==> src/rtl/uart_cmd_responder_if.sv <==
// Byte handshake between uart_rx/uart_tx and the command responder.
// master = UART side (host byte source / transmitter), slave = responder.
interface uart_cmd_responder_if;
    logic [7:0] rx_data_in;
    logic       rx_done;
    logic [7:0] tx_data_out;
    logic       start_tx;
    logic       tx_done;

    modport master (
        output rx_data_in,
        output rx_done,
        output tx_done,
        input  tx_data_out,
        input  start_tx
    );

    modport slave (
        input  rx_data_in,
        input  rx_done,
        input  tx_done,
        output tx_data_out,
        output start_tx
    );
endinterface

==> src/rtl/uart_cmd_responder.sv <==
// Parses write (57 addr data) / read (52 addr) frames into a 16 x 8 register file and answers with one byte.
// Optional: define UART_CMD_CHECKSUM_EN for a trailing XOR checksum byte per frame.
module uart_cmd_responder #(
    parameter int         TIMEOUT_CYCLES = 520833,
    parameter logic [7:0] ACK_BYTE       = 8'h06,
    parameter logic [7:0] NAK_BYTE       = 8'h15
) (
    input  logic                  clk,
    input  logic                  rst_n,
    uart_cmd_responder_if.slave   bus,
    output logic [7:0]            ctrl_out,
    output logic                  frame_err
);

    localparam int         TW            = $clog2(TIMEOUT_CYCLES + 1);
    localparam logic [TW-1:0] TIMEOUT_LIMIT = TW'(TIMEOUT_CYCLES);
    localparam logic [7:0] OP_WRITE      = 8'h57;
    localparam logic [7:0] OP_READ       = 8'h52;
    localparam logic [7:0] MAX_ADDR      = 8'h0F;

`ifdef UART_CMD_CHECKSUM_EN
    typedef enum logic [2:0] {
        IDLE, GET_ADDR, GET_DATA, GET_CSUM, EXEC, SEND, WAIT_TX
    } state_t;
`else
    typedef enum logic [2:0] {
        IDLE, GET_ADDR, GET_DATA, EXEC, SEND, WAIT_TX
    } state_t;
`endif

    state_t          state;
    logic [7:0]      regs [16];
    logic [7:0]      addr;
    logic [7:0]      data;
    logic            is_write;
    logic            op_bad;
    logic [TW-1:0]   timer;
    logic [7:0]      tx_data_q;
    logic            start_tx_q;
    logic            exec_nak;
`ifdef UART_CMD_CHECKSUM_EN
    logic [7:0]      csum_acc;
    logic            csum_bad;
`endif

    assign bus.tx_data_out = tx_data_q;
    assign bus.start_tx    = start_tx_q;
    assign ctrl_out        = regs[0];

`ifdef UART_CMD_CHECKSUM_EN
    assign exec_nak = op_bad || (addr > MAX_ADDR) || csum_bad;
`else
    assign exec_nak = op_bad || (addr > MAX_ADDR);
`endif

    // Single FSM; start_tx and frame_err default low so they only ever pulse for one cycle.
    always_ff @(posedge clk or negedge rst_n) begin
        if (!rst_n) begin
            state      <= IDLE;
            addr       <= '0;
            data       <= '0;
            is_write   <= 1'b0;
            op_bad     <= 1'b0;
            timer      <= '0;
            tx_data_q  <= '0;
            start_tx_q <= 1'b0;
            frame_err  <= 1'b0;
`ifdef UART_CMD_CHECKSUM_EN
            csum_acc   <= '0;
            csum_bad   <= 1'b0;
`endif
            for (int i = 0; i < 16; i++) begin
                regs[i] <= '0;
            end
        end else begin
            start_tx_q <= 1'b0;
            frame_err  <= 1'b0;

            case (state)
                IDLE: begin
                    timer <= '0;
                    if (bus.rx_done) begin
                        is_write <= (bus.rx_data_in == OP_WRITE);
                        op_bad   <= (bus.rx_data_in != OP_WRITE) && (bus.rx_data_in != OP_READ);
`ifdef UART_CMD_CHECKSUM_EN
                        csum_acc <= bus.rx_data_in;
                        csum_bad <= 1'b0;
`endif
                        if ((bus.rx_data_in == OP_WRITE) || (bus.rx_data_in == OP_READ)) begin
                            state <= GET_ADDR;
                        end else begin
                            state <= EXEC;
                        end
                    end
                end

`ifdef UART_CMD_CHECKSUM_EN
                GET_ADDR, GET_DATA, GET_CSUM: begin
`else
                GET_ADDR, GET_DATA: begin
`endif
                    if (bus.rx_done) begin
                        timer <= '0;
`ifdef UART_CMD_CHECKSUM_EN
                        csum_acc <= csum_acc ^ bus.rx_data_in;
`endif
                        case (state)
                            GET_ADDR: begin
                                addr <= bus.rx_data_in;
                                if (is_write) begin
                                    state <= GET_DATA;
                                end else begin
`ifdef UART_CMD_CHECKSUM_EN
                                    state <= GET_CSUM;
`else
                                    state <= EXEC;
`endif
                                end
                            end
                            GET_DATA: begin
                                data <= bus.rx_data_in;
`ifdef UART_CMD_CHECKSUM_EN
                                state <= GET_CSUM;
`else
                                state <= EXEC;
`endif
                            end
                            default: begin
`ifdef UART_CMD_CHECKSUM_EN
                                // XOR of every frame byte including the checksum is zero when intact.
                                csum_bad <= ((csum_acc ^ bus.rx_data_in) != 8'h00);
`endif
                                state <= EXEC;
                            end
                        endcase
                    end else if (timer >= TIMEOUT_LIMIT) begin
                        // Abandon the partial frame silently apart from the error pulse.
                        state     <= IDLE;
                        timer     <= '0;
                        frame_err <= 1'b1;
                    end else begin
                        timer <= timer + 1'b1;
                    end
                end

                EXEC: begin
                    if (exec_nak) begin
                        tx_data_q <= NAK_BYTE;
                        frame_err <= 1'b1;
                    end else if (is_write) begin
                        regs[addr[3:0]] <= data;
                        tx_data_q       <= ACK_BYTE;
                    end else begin
                        tx_data_q <= regs[addr[3:0]];
                    end
                    if (bus.rx_done) begin
                        frame_err <= 1'b1;
                    end
                    start_tx_q <= 1'b1;
                    state      <= SEND;
                end

                SEND: begin
                    if (bus.rx_done) begin
                        frame_err <= 1'b1;
                    end
                    state <= WAIT_TX;
                end

                WAIT_TX: begin
                    if (bus.rx_done) begin
                        frame_err <= 1'b1;
                    end
                    if (bus.tx_done) begin
                        state <= IDLE;
                    end
                end

                default: begin
                    state <= IDLE;
                end
            endcase
        end
    end

endmodule

==> src/flat_wrapper.sv <==
// flat-port wrapper written by rule: the top's interface ports become plain ports
module uart_cmd_responder_flat 
#(
    parameter int         TIMEOUT_CYCLES = 520833,
    parameter logic [7:0] ACK_BYTE       = 8'h06,
    parameter logic [7:0] NAK_BYTE       = 8'h15
)
  (clk, rst_n, ctrl_out, frame_err, bus_rx_data_in, bus_rx_done, bus_tx_done, bus_tx_data_out, bus_start_tx);
  uart_cmd_responder_if bus_i ();
  input  logic clk;
  input  logic rst_n;
  output logic [7:0] ctrl_out;
  output logic frame_err;
  input wire logic [$bits(bus_i.rx_data_in)-1:0] bus_rx_data_in;
  input wire logic [$bits(bus_i.rx_done)-1:0] bus_rx_done;
  input wire logic [$bits(bus_i.tx_done)-1:0] bus_tx_done;
  output wire logic [$bits(bus_i.tx_data_out)-1:0] bus_tx_data_out;
  output wire logic [$bits(bus_i.start_tx)-1:0] bus_start_tx;
  assign bus_i.rx_data_in = bus_rx_data_in;
  assign bus_i.rx_done = bus_rx_done;
  assign bus_i.tx_done = bus_tx_done;
  assign bus_tx_data_out = bus_i.tx_data_out;
  assign bus_start_tx = bus_i.start_tx;
  uart_cmd_responder #(.TIMEOUT_CYCLES(TIMEOUT_CYCLES), .ACK_BYTE(ACK_BYTE), .NAK_BYTE(NAK_BYTE)) u_core (.clk(clk), .rst_n(rst_n), .bus(bus_i), .ctrl_out(ctrl_out), .frame_err(frame_err));
endmodule
==> config.mk <==
export PLATFORM = sky130hd
export DESIGN_NAME = uart_cmd_responder_flat
export DESIGN_NICKNAME = d
export VERILOG_FILES = /design/src/rtl/uart_cmd_responder_if.sv /design/src/rtl/uart_cmd_responder.sv /design/src/flat_wrapper.sv
export SDC_FILE = /design/constraint.sdc
export NUM_CORES = 1
export LEC_CHECK = 0
export ABC_AREA = 1
export BUFFER_PORTS_ARGS = -buffer_cell sky130_fd_sc_hd__clkbuf_2
export CORE_MARGIN = 2
export CORE_UTILIZATION = 45
export DETAILED_ROUTE_END_ITERATION = 7
export GPL_ROUTABILITY_DRIVEN = 1
export SLEW_MARGIN = 10
export SYNTH_ARGS = -nofsm -noshare
export SYNTH_HDL_FRONTEND = slang
export SYNTH_SLANG_ARGS = --single-unit
==> constraint.sdc <==
create_clock -name clk -period 2.2 [get_ports clk]
set_input_delay 0.33 -clock clk [delete_from_list [all_inputs] [get_ports clk]]
set_output_delay 0.33 -clock clk [all_outputs]
set_load 0.05 [all_outputs]
==> flow_metrics.py <==
metrics = {
    "finish": {
        "antenna_cells": 0,
        "final_common_cell": "nand2_1",
        "postLayoutCoreUtil": 0.515,
        "drive_gt1_frac": 0.113,
        "syn_to_final_growth_pct": 12.4,
        "nets": 997,
        "final_cell_mix": "nand2_1 (326), dfrtp_1 (178), o21ai_0 (82)",
        "nFillCells": 1688,
    },
    "die": {
        "ioPinCount": 30,
        "die-width_um": 139,
        "rows": 49,
        "core_area_um2": 18000,
        "start_util": 0.458,
        "dieArea_um2": 19400,
        "die_h_um": 139,
    },
    "pwr": {
        "internal_power_mw": 5.63,
        "power_frac_comb": 0.259,
        "p_seq_frac": 0.404,
        "p_clk_frac": 0.337,
        "peakVddDrop_v": 0.00164,
        "power_switching_share": 0.377,
        "p_switching_mw": 3.41,
        "powerDensity_nw_per_um2": 977,
        "p_leak_nw": 4.35,
    },
    "setup_path": {
        "r2r-end": "u_core.regs[68]",
        "cp_max_fo": 16,
        "crit_required_ns": 2.54,
        "worstReg2RegStart": "u_core.op_bad",
        "critPathSlowestCell": "dfrtp_1",
        "r2r_cells": 9,
        "worstSetupEndpointType": "register",
        "crit_chain": "nor3_1, nand3_1, nor2_4, inv_2, nor2_8, buf_4, nand3_1, buf_4, o21ai_0",
        "path_buf_inv": 3,
        "cp-start-kind": "register",
        "crit_end": "u_core.regs[68]",
        "cp-startpoint": "u_core.op_bad",
        "crit_family": "simple AND/OR/NAND/NOR gates",
        "critPathKind": "reg2reg",
        "crit_arrival_ns": 2.25,
        "max_stage_delay_ns": 0.38,
        "reg2reg_slack_ns": 0.29,
        "worstSetupPathDepth": 9,
    },
    "place": {
        "place_congestion": 0.811,
        "port_buffers": 29,
        "place_hpwl_um": 13000,
    },
    "synthesis": {
        "synth.area.top_cells": "dfrtp_1 (54%), nand2_1 (15%), o21ai_0 (5.0%)",
        "ys_ff_latch": 178,
        "async_flop_share": 1.00,
        "ys_warn_count": 0,
        "syn_inst": 959,
        "synth_top_area_frac": 0.541,
        "yosysSeqAreaShare": 0.541,
        "synth_edf_count": 0,
        "syn-mean-instance-area_um2": 8.59,
        "ys_types": 39,
        "synth_ff_type": "dfrtp_1",
        "synth_nets": 973,
        "netlist_area_um2": 8230,
        "yosysTopAreaCell": "dfrtp_1",
    },
    "clocking": {
        "cts_max_level": 4,
        "clkLatencyLatePin_ns": 0.43,
        "cts.sinks": 178,
        "cts_made_buffers": 17,
        "clk_pin_slew_ns": 0.07,
        "root_buffer": "clkbuf_16",
        "cts_tree": "done",
        "clk_path_buf_depth": 2,
    },
    "routing": {
        "vias": 6404,
        "avgRoutedWirePerCell_um": 16.4,
        "wl_um": 20000,
        "ant_nets": 0,
        "first_iter_violations": 589,
        "drc": 0,
        "drtPass1Iterations": 7,
        "viasPerCell": 5.23,
    },
    "job": {
        "maxCapViolCount": 0,
    },
    "sta": {
        "setup_viol": 0,
        "period_needed_ns": 1.91,
        "worstMarginPinSlew_ns": 0.702,
        "slew_headroom": 0.531,
        "fmax_mhz": 523,
        "rsz0062_at_grt": "false",
        "finalCritPeriodShare": 0.870,
        "finalHoldViolations": 0,
        "slew_viol_final": 0,
        "clock_skew_ns": 0.0111,
        "tns_ns": 0,
    },
    "outcome": {
        "status": "finished clean",
    },
    "global_routing": {
        "grtUsageTotal": 0.217,
        "grt_pass1_vias": 6159,
        "antenna_found_initial": 0,
        "grt_max_degree": 51,
        "overflow": 0,
        "grt_pass1_wl_um": 33200,
    },
    "min_path": {
        "hold_path_class": "in2reg",
    },
}
## worst min-delay path by stage
| stage | start | to | slack (ns) | depth (start not counted) |
|---|---|---|---|---|
| 3_5_place_dp | rst_n | u_core.timer[2] | 0.29 | 1 |
| 6_report | bus_rx_data_in[4] | u_core.data[4] | 0.18 | 3 |
| 2_1_floorplan | rst_n | u_core.addr[0] | 0.03 | 0 |
| 3_3_place_gp | rst_n | u_core.timer[2] | 0.28 | 1 |
| 5_1_grt | bus_rx_data_in[7] | u_core.data[7] | 0.19 | 3 |
| 4_1_cts | bus_rx_data_in[4] | u_core.addr[4] | 0.16 | 3 |
## metrics by stage
step | std cells | setup WS, ns | area (um^2) | power [mW] | hold slack, ns
final | 1225 | 0.286 | 9250 | 9.05 | 0.179
after global routing | 1225 | 0.104 | 9250 | 9.50 | 0.185
after CTS | 1225 | 0.273 | 9250 | 9.11 | 0.160
after detailed placement | 1192 | 0.276 | 8650 | 6.05 | 0.286
after global placement | 1192 | 0.315 | 8650 | 6.06 | 0.284
after floorplan | 959 | 0.461 | 8230 | 5.04 | 0.0344
## final cells by class
class / instances / area, um^2 / area share
multi-input combinational: 667 / 3250 / 0.351
inverter: 62 / 233 / 0.0251
timing repair buffer: 57 / 439 / 0.0475
sequential: 178 / 4450 / 0.481
tap: 229 / 287 / 0.0310
clock buffer: 17 / 425 / 0.0460
clock inverter: 15 / 166 / 0.0180
## sequential cells by signal, summed over array words and instances, names as in the netlist
signal / cells
u_core.bus.start_tx: 1
u_core.bus.tx_data_out: 8
u_core.is_write: 1
u_core.timer: 19
u_core.state: 3
u_core.op_bad: 1
u_core.regs: 120
u_core.addr: 8
u_core.data: 8
u_core.frame_err: 1
u_core.ctrl_out: 8
## cell usage after synthesis (2+ instances only)
library cell	instances
clkinv_1	2
a21oi_1	4
o22ai_1	2
nand2_1	326
ha_1	2
nand3_1	24
nor3_1	4
dfrtp_1	178
inv_1	59
o21ai_2	5
buf_2	9
o21ai_0	82
xor2_1	10
a22oi_1	38
o21ai_1	70
clkbuf_1	24
buf_1	2
nand3_4	9
buf_6	8
o21bai_1	2
buf_4	8
nor2_1	51
nand4_1	21
nor2_2	4
## worst reg2reg max path, cell delays in order, from the launching register on
cell and delay (ns):
dfrtp_1 0.38, nor3_1 0.17, nand3_1 0.16, nor2_4 0.16, inv_2 0.08, nor2_8 0.20
buf_4 0.21, nand3_1 0.08, buf_4 0.19, o21ai_0 0.19
## per-layer routing
layer  part of all wire  GRT usage  vias to the layer above  wire [um]
met5                  0          0                        -          0
met4             0.0066     0.0463                        0        133
met3              0.047     0.0427                        7        940
met2               0.45      0.327                      146       8970
met1               0.50      0.329                     3047       9990
li1                   -          -                     3204          -
## power by group through the flow
stage               sequential [mW]  combinational [mW]  clock [mW]
global placement               3.71                2.34           0
global route                   3.69                2.56        3.26
floorplan                      3.77                1.28           0
CTS                            3.65                2.35        3.11
finish                         3.66                2.34        3.05
detailed placement             3.71                2.34           0
## logic make-up (layout without fill, tap and decap cells)
kind of cell / Yosys count / after routing / share of synthesized area
AO/OA/AOI/OAI: 207 / 207 / 0.142
XOR/XNOR: 11 / 11 / 0.0117
adder cells (fa/ha/maj): 2 / 2 / 0.00304
buffers and inverters: 114 / 151 / 0.0663
flip-flops: 178 / 178 / 0.541
AND/OR/NAND/NOR: 447 / 447 / 0.236
## repair_timing
action	CTS	global route
hold buffers	1	0
hold endpoints to repair	39	0
resized for setup	0	0
setup buffers	0	0
Power figures use the tool's default switching activity.
